==> src/rtl/bus_datapath.sv <==
// Register/ALU datapath of the 9-bit processor: R0-R7, A, G, IR and a latched shared bus.
// Latency: drive, load and ALU results are all visible 1 clock after the edge; outputs are registered.
// Backpressure: none, every action completes in one edge. Optional BUS_DATAPATH_FLAGS_EN adds flag_z/flag_c.
module bus_datapath #(
    parameter int WIDTH = 9
) (
    input  logic             clk,
    input  logic             reset,
    input  logic [3:0]       addr,
    input  logic             val,
    input  logic [2:0]       opcode,
    input  logic             aluen,
    input  logic [WIDTH-1:0] din,
    output logic [WIDTH-1:0] ir,
    output logic [WIDTH-1:0] bus,
`ifdef BUS_DATAPATH_FLAGS_EN
    output logic             flag_z,
    output logic             flag_c,
`endif
    output logic [WIDTH-1:0] g
);

    logic [WIDTH-1:0] r_q [8];
    logic [WIDTH-1:0] r_d [8];
    logic [WIDTH-1:0] a_q, a_d;
    logic [WIDTH-1:0] g_q, g_d;
    logic [WIDTH-1:0] ir_q, ir_d;
    logic [WIDTH-1:0] bus_q, bus_d;
    logic [WIDTH-1:0] alu_res;

    always_comb begin
        alu_res = bus_q;
        case (opcode)
            3'b010:  alu_res = a_q + bus_q;
            3'b011:  alu_res = a_q - bus_q;
            3'b100:  alu_res = a_q & bus_q;
            3'b101:  alu_res = a_q | bus_q;
            3'b110:  alu_res = a_q ^ bus_q;
            3'b111:  alu_res = {a_q[WIDTH-2:0], 1'b0};
            default: alu_res = bus_q;
        endcase
    end

    // ALU strobe wins over any transfer; loads only ever see the previously latched bus.
    always_comb begin
        r_d   = r_q;
        a_d   = a_q;
        g_d   = g_q;
        ir_d  = ir_q;
        bus_d = bus_q;
        if (aluen) begin
            g_d = alu_res;
        end else if (val) begin
            if (!addr[3]) begin
                bus_d = r_q[addr[2:0]];
            end else begin
                case (addr[2:0])
                    3'd0:    bus_d = din;
                    3'd1:    bus_d = a_q;
                    3'd2:    bus_d = g_q;
                    3'd3:    bus_d = ir_q;
                    default: bus_d = bus_q;
                endcase
            end
        end else begin
            if (!addr[3]) begin
                r_d[addr[2:0]] = bus_q;
            end else if (addr[2:0] == 3'd1) begin
                a_d = bus_q;
            end else if (addr[2:0] == 3'd3) begin
                ir_d = bus_q;
            end
        end
    end

    always_ff @(posedge clk or negedge reset) begin
        if (!reset) begin
            for (int i = 0; i < 8; i++) r_q[i] <= '0;
            a_q   <= '0;
            g_q   <= '0;
            ir_q  <= '0;
            bus_q <= '0;
        end else begin
            r_q   <= r_d;
            a_q   <= a_d;
            g_q   <= g_d;
            ir_q  <= ir_d;
            bus_q <= bus_d;
        end
    end

    assign ir  = ir_q;
    assign bus = bus_q;
    assign g   = g_q;

`ifdef BUS_DATAPATH_FLAGS_EN
    logic flag_z_q, flag_z_d;
    logic flag_c_q, flag_c_d;

    // Add carry-out is recovered from the wrapped sum being smaller than A.
    always_comb begin
        flag_z_d = flag_z_q;
        flag_c_d = flag_c_q;
        if (aluen) begin
            flag_z_d = (alu_res == '0);
            case (opcode)
                3'b010:  flag_c_d = (alu_res < a_q);
                3'b011:  flag_c_d = (a_q < bus_q);
                3'b111:  flag_c_d = a_q[WIDTH-1];
                default: flag_c_d = 1'b0;
            endcase
        end
    end

    always_ff @(posedge clk or negedge reset) begin
        if (!reset) begin
            flag_z_q <= 1'b0;
            flag_c_q <= 1'b0;
        end else begin
            flag_z_q <= flag_z_d;
            flag_c_q <= flag_c_d;
        end
    end

    assign flag_z = flag_z_q;
    assign flag_c = flag_c_q;
`endif

endmodule

==> config.mk <==
export PLATFORM = sky130hd
export DESIGN_NAME = bus_datapath
export DESIGN_NICKNAME = d
export VERILOG_FILES = /design/src/rtl/bus_datapath.sv
export SDC_FILE = /design/constraint.sdc
export NUM_CORES = 1
export LEC_CHECK = 0
export BUFFER_PORTS_ARGS = -buffer_cell sky130_fd_sc_hd__buf_2
export CELL_PAD_IN_SITES_DETAIL_PLACEMENT = 1
export CELL_PAD_IN_SITES_GLOBAL_PLACEMENT = 2
export CORE_MARGIN = 5
export CORE_UTILIZATION = 30
export DETAILED_ROUTE_END_ITERATION = 10
export GPL_TIMING_DRIVEN = 1
export PLACE_DENSITY_LB_ADDON = 0.25
export SLEW_MARGIN = 10
export SYNTH_ARGS = -nofsm -noshare
export SYNTH_HDL_FRONTEND = slang
export SYNTH_SLANG_ARGS = --single-unit
==> constraint.sdc <==
create_clock -name clk -period 3.2 [get_ports clk]
set_input_delay 0.32 -clock clk [delete_from_list [all_inputs] [get_ports clk]]
set_output_delay 0.32 -clock clk [all_outputs]
set_load 0.05 [all_outputs]
==> results.py <==
metrics = {
    "clock_network": {
        "clk_latency_ns": 0.36,
        "cts_hold_buf": 0,
        "numClockSinks": 108,
        "cts.clk_slew.worst_paths_ns": 0.08,
        "cts_tree": "done",
        "cts-buffers-inserted": 9,
        "clock_tree.root_cell": "clkbuf_16",
        "cts_htree_levels": 3,
        "cts_setup_buffers": 0,
        "cts_max_path_buffers": 2,
        "cts_resized": 0,
    },
    "routing": {
        "drt-total-wl_mm": 19.6,
        "ant_nets": 0,
        "vias_per_cell": 5.25,
        "vias": 4711,
        "first_pass_iters": 4,
        "wire_per_inst_um": 21.9,
        "drc_errors": 0,
        "drtIter0Drc": 207,
    },
    "critical_path": {
        "crit_path_end_kind": "flip-flop",
        "cp_common_cell": "a21o_1",
        "crit_chain": "clkinv_1 -> ha_1 -> mux2i_1 -> fa_1 -> a21o_1 -> a21o_1 -> xnor2_1 -> mux4_2 -> a21oi_1",
        "r2r_end": "g[4]",
        "r2r_setup_slack_ns": 0.44,
        "cp.arrival_ns": 3.04,
        "reg2regPathDepth": 9,
        "crit_required_ns": 3.48,
        "path_class": "flip-flop to flip-flop",
        "worstSetupStartpointType": "flip-flop",
        "path_delay_family": "adder cells",
        "slowest_stage": "dfrtp_1",
        "critPathBufInv": 1,
        "crit_fanout": 10,
        "slowest_delay_ns": 0.51,
        "rr_startpoint": "bus[0]",
    },
    "finish": {
        "drive_above_1_share": 0.263,
        "fin_area_um2": 7050,
        "synthToLayoutAreaGrowth_pct": 14.3,
        "antenna_cells": 0,
        "num-nets-final": 670,
    },
    "placed_design": {
        "io_buffers": 46,
        "dp_hpwl_mm": 14.0,
        "placed_cell_area_um2": 6750,
        "place.gp.congestion": 0.792,
    },
    "timing": {
        "setup_viol": 0,
        "finalHoldViolCount": 0,
        "rsz0062_at_grt": "no",
        "max_slew_margin": 0.442,
        "timing.fmax_mhz": 363,
        "finalMaxSlewViolations": 0,
        "tightest_slew_ns": 0.835,
        "period_share": 0.861,
        "tns_ns": 0,
        "skew_ns": 0.00851,
        "period_needed_ns": 2.76,
    },
    "logic_synthesis": {
        "synth_top_area_frac": 0.438,
        "synthCells": 579,
        "synth_top_family_by_area": "multiplexers",
        "synth_compound_area_frac": 0.133,
        "synth.area.mux_share": 0.207,
        "synth_most_common_cell": "dfrtp_1",
        "synthTopCellsByArea": "dfrtp_1, mux2_2, mux4_2",
        "syn_area_um2": 6170,
        "synth-seq-area-share": 0.438,
        "async_reset_ff_frac": 1.00,
        "synth_ff_type": "dfrtp_1",
        "synth.distinct_cells": 57,
        "synth-simple-area-share": 0.101,
        "synth_common_cells": "dfrtp_1, nand2_1, o21ai_0",
        "yosysWarnings": 0,
        "synth.avg_cell_area_um2": 10.7,
        "synth_top_area_cell": "dfrtp_1",
        "synth_nets": 627,
        "synthAdderAreaFrac": 0.0580,
        "synth-edff-count": 0,
        "synth_xor_area_frac": 0.0170,
        "synth-seq-cells": 108,
    },
    "power_and_ir_drop": {
        "power_frac_seq": 0.407,
        "irDropWorstVdd_mv": 0.266,
        "p_int_mw": 2.87,
        "comb_power_share": 0.335,
        "power_switching_mw": 1.70,
        "p_clk_frac": 0.257,
        "switching_share": 0.373,
        "power_leakage_nw": 3.25,
        "power_density_nw_per_um2": 648,
    },
    "floorplanning": {
        "ios": 47,
        "die_w_um": 153,
        "rows": 52,
        "die_y_um": 153,
        "core_um2": 20200,
        "die_area_um2": 23500,
        "initial_core_util": 0.305,
    },
    "global_route": {
        "grt_busiest_layer": "met2",
        "antenna_found_initial": 0,
        "first_global_vias": 5131,
        "grt_pass1_wl_mm": 31.1,
        "grt.met1_usage": 0.239,
        "grt_max_degree": 61,
        "grt_use_total": 0.171,
        "met2_usage": 0.281,
        "grt_util_met3": 0.0223,
        "grt-ovfl-total": 0,
    },
    "run_status": {
        "status": "completed",
    },
    "run": {
        "drv_cap": 0,
    },
    "hold_path": {
        "hold_class": "primary input to asynchronous set/reset pin",
    },
}
## power by group through the flow
stage | registers, mW | clock network, mW | logic, mW
floorplan | 2.04 | 0 | 0.867
global placement | 1.87 | 0 | 1.50
detailed placement | 1.89 | 0 | 1.55
CTS | 1.87 | 1.22 | 1.56
global route | 1.90 | 1.25 | 1.68
finish | 1.86 | 1.18 | 1.53
## worst max path at each step
| stage | start | endpoint | cells past startpoint |
|---|---|---|---|
| 2_1_floorplan | bus[0] | g[4] | 9 |
| 3_3_place_gp | bus[0] | g[4] | 9 |
| 3_5_place_dp | opcode[2] | g[5] | 9 |
| 4_1_cts | bus[0] | g[8] | 11 |
| 5_1_grt | bus[0] | g[8] | 11 |
| 6_report | bus[0] | g[4] | 9 |
## logic make-up (layout without fill, tap and decap cells)
kind of cell	count (synthesis)	count (layout)
xor gates and xnor gates	12	12
DFF	108	108
buffers and inverters	65	113
and+or+nand+nor	132	132
AOI/OAI and AO/OA	136	136
adders and majority gates	28	28
muxes	98	98
## per-layer routing
metal	share of wire	vias to the layer above
li1	-	2146
met1	0.47	2462
met2	0.48	88
met3	0.033	15
met4	0.014	0
met5	0	-
## area by class of cell
cell class	instances	area [µm²]
fillers	2284	13200
repair buffers	70	425
flip-flops and latches	108	2700
clock buffers	9	225
well taps	270	338
inverters	27	101
clock inverters	7	75.1
multi-input cells	406	3180
## sequential cells by signal, indices dropped and copies added (netlist names)
name / cells
a_q: 9
bus: 9
g: 9
ir: 9
r_q: 72
## placed cells by master, fill, tap and decap left out, types with 4 or more instances in the layout
master / instances
nand2b_1: 5
ha_1: 27
mux2i_1: 25
buf_2: 45
mux2_2: 53
clkbuf_16: 9
nor2_1: 23
xnor2_1: 10
inv_1: 25
mux4_2: 18
o21ai_0: 58
nor3_1: 5
a221oi_1: 5
o211ai_1: 4
nand2_1: 65
dfrtp_1: 108
a21oi_1: 27
a31oi_1: 5
buf_4: 24
o21a_1: 5
nor2b_1: 13
## metrics by stage
stage	setup slack (ns)	util	power (mW)	std cells	hold slack [ns]
finish	0.445	0.349	4.57	897	0.00748
global route	0.223	0.349	4.84	897	0.0675
CTS	0.448	0.349	4.64	897	0.0247
detailed placement	0.468	0.334	3.44	881	0.418
global placement	0.492	0.334	3.37	881	0.402
floorplan	0.0925	-	2.91	579	0.0244
Note: power is estimated with default switching activity, not from simulation.
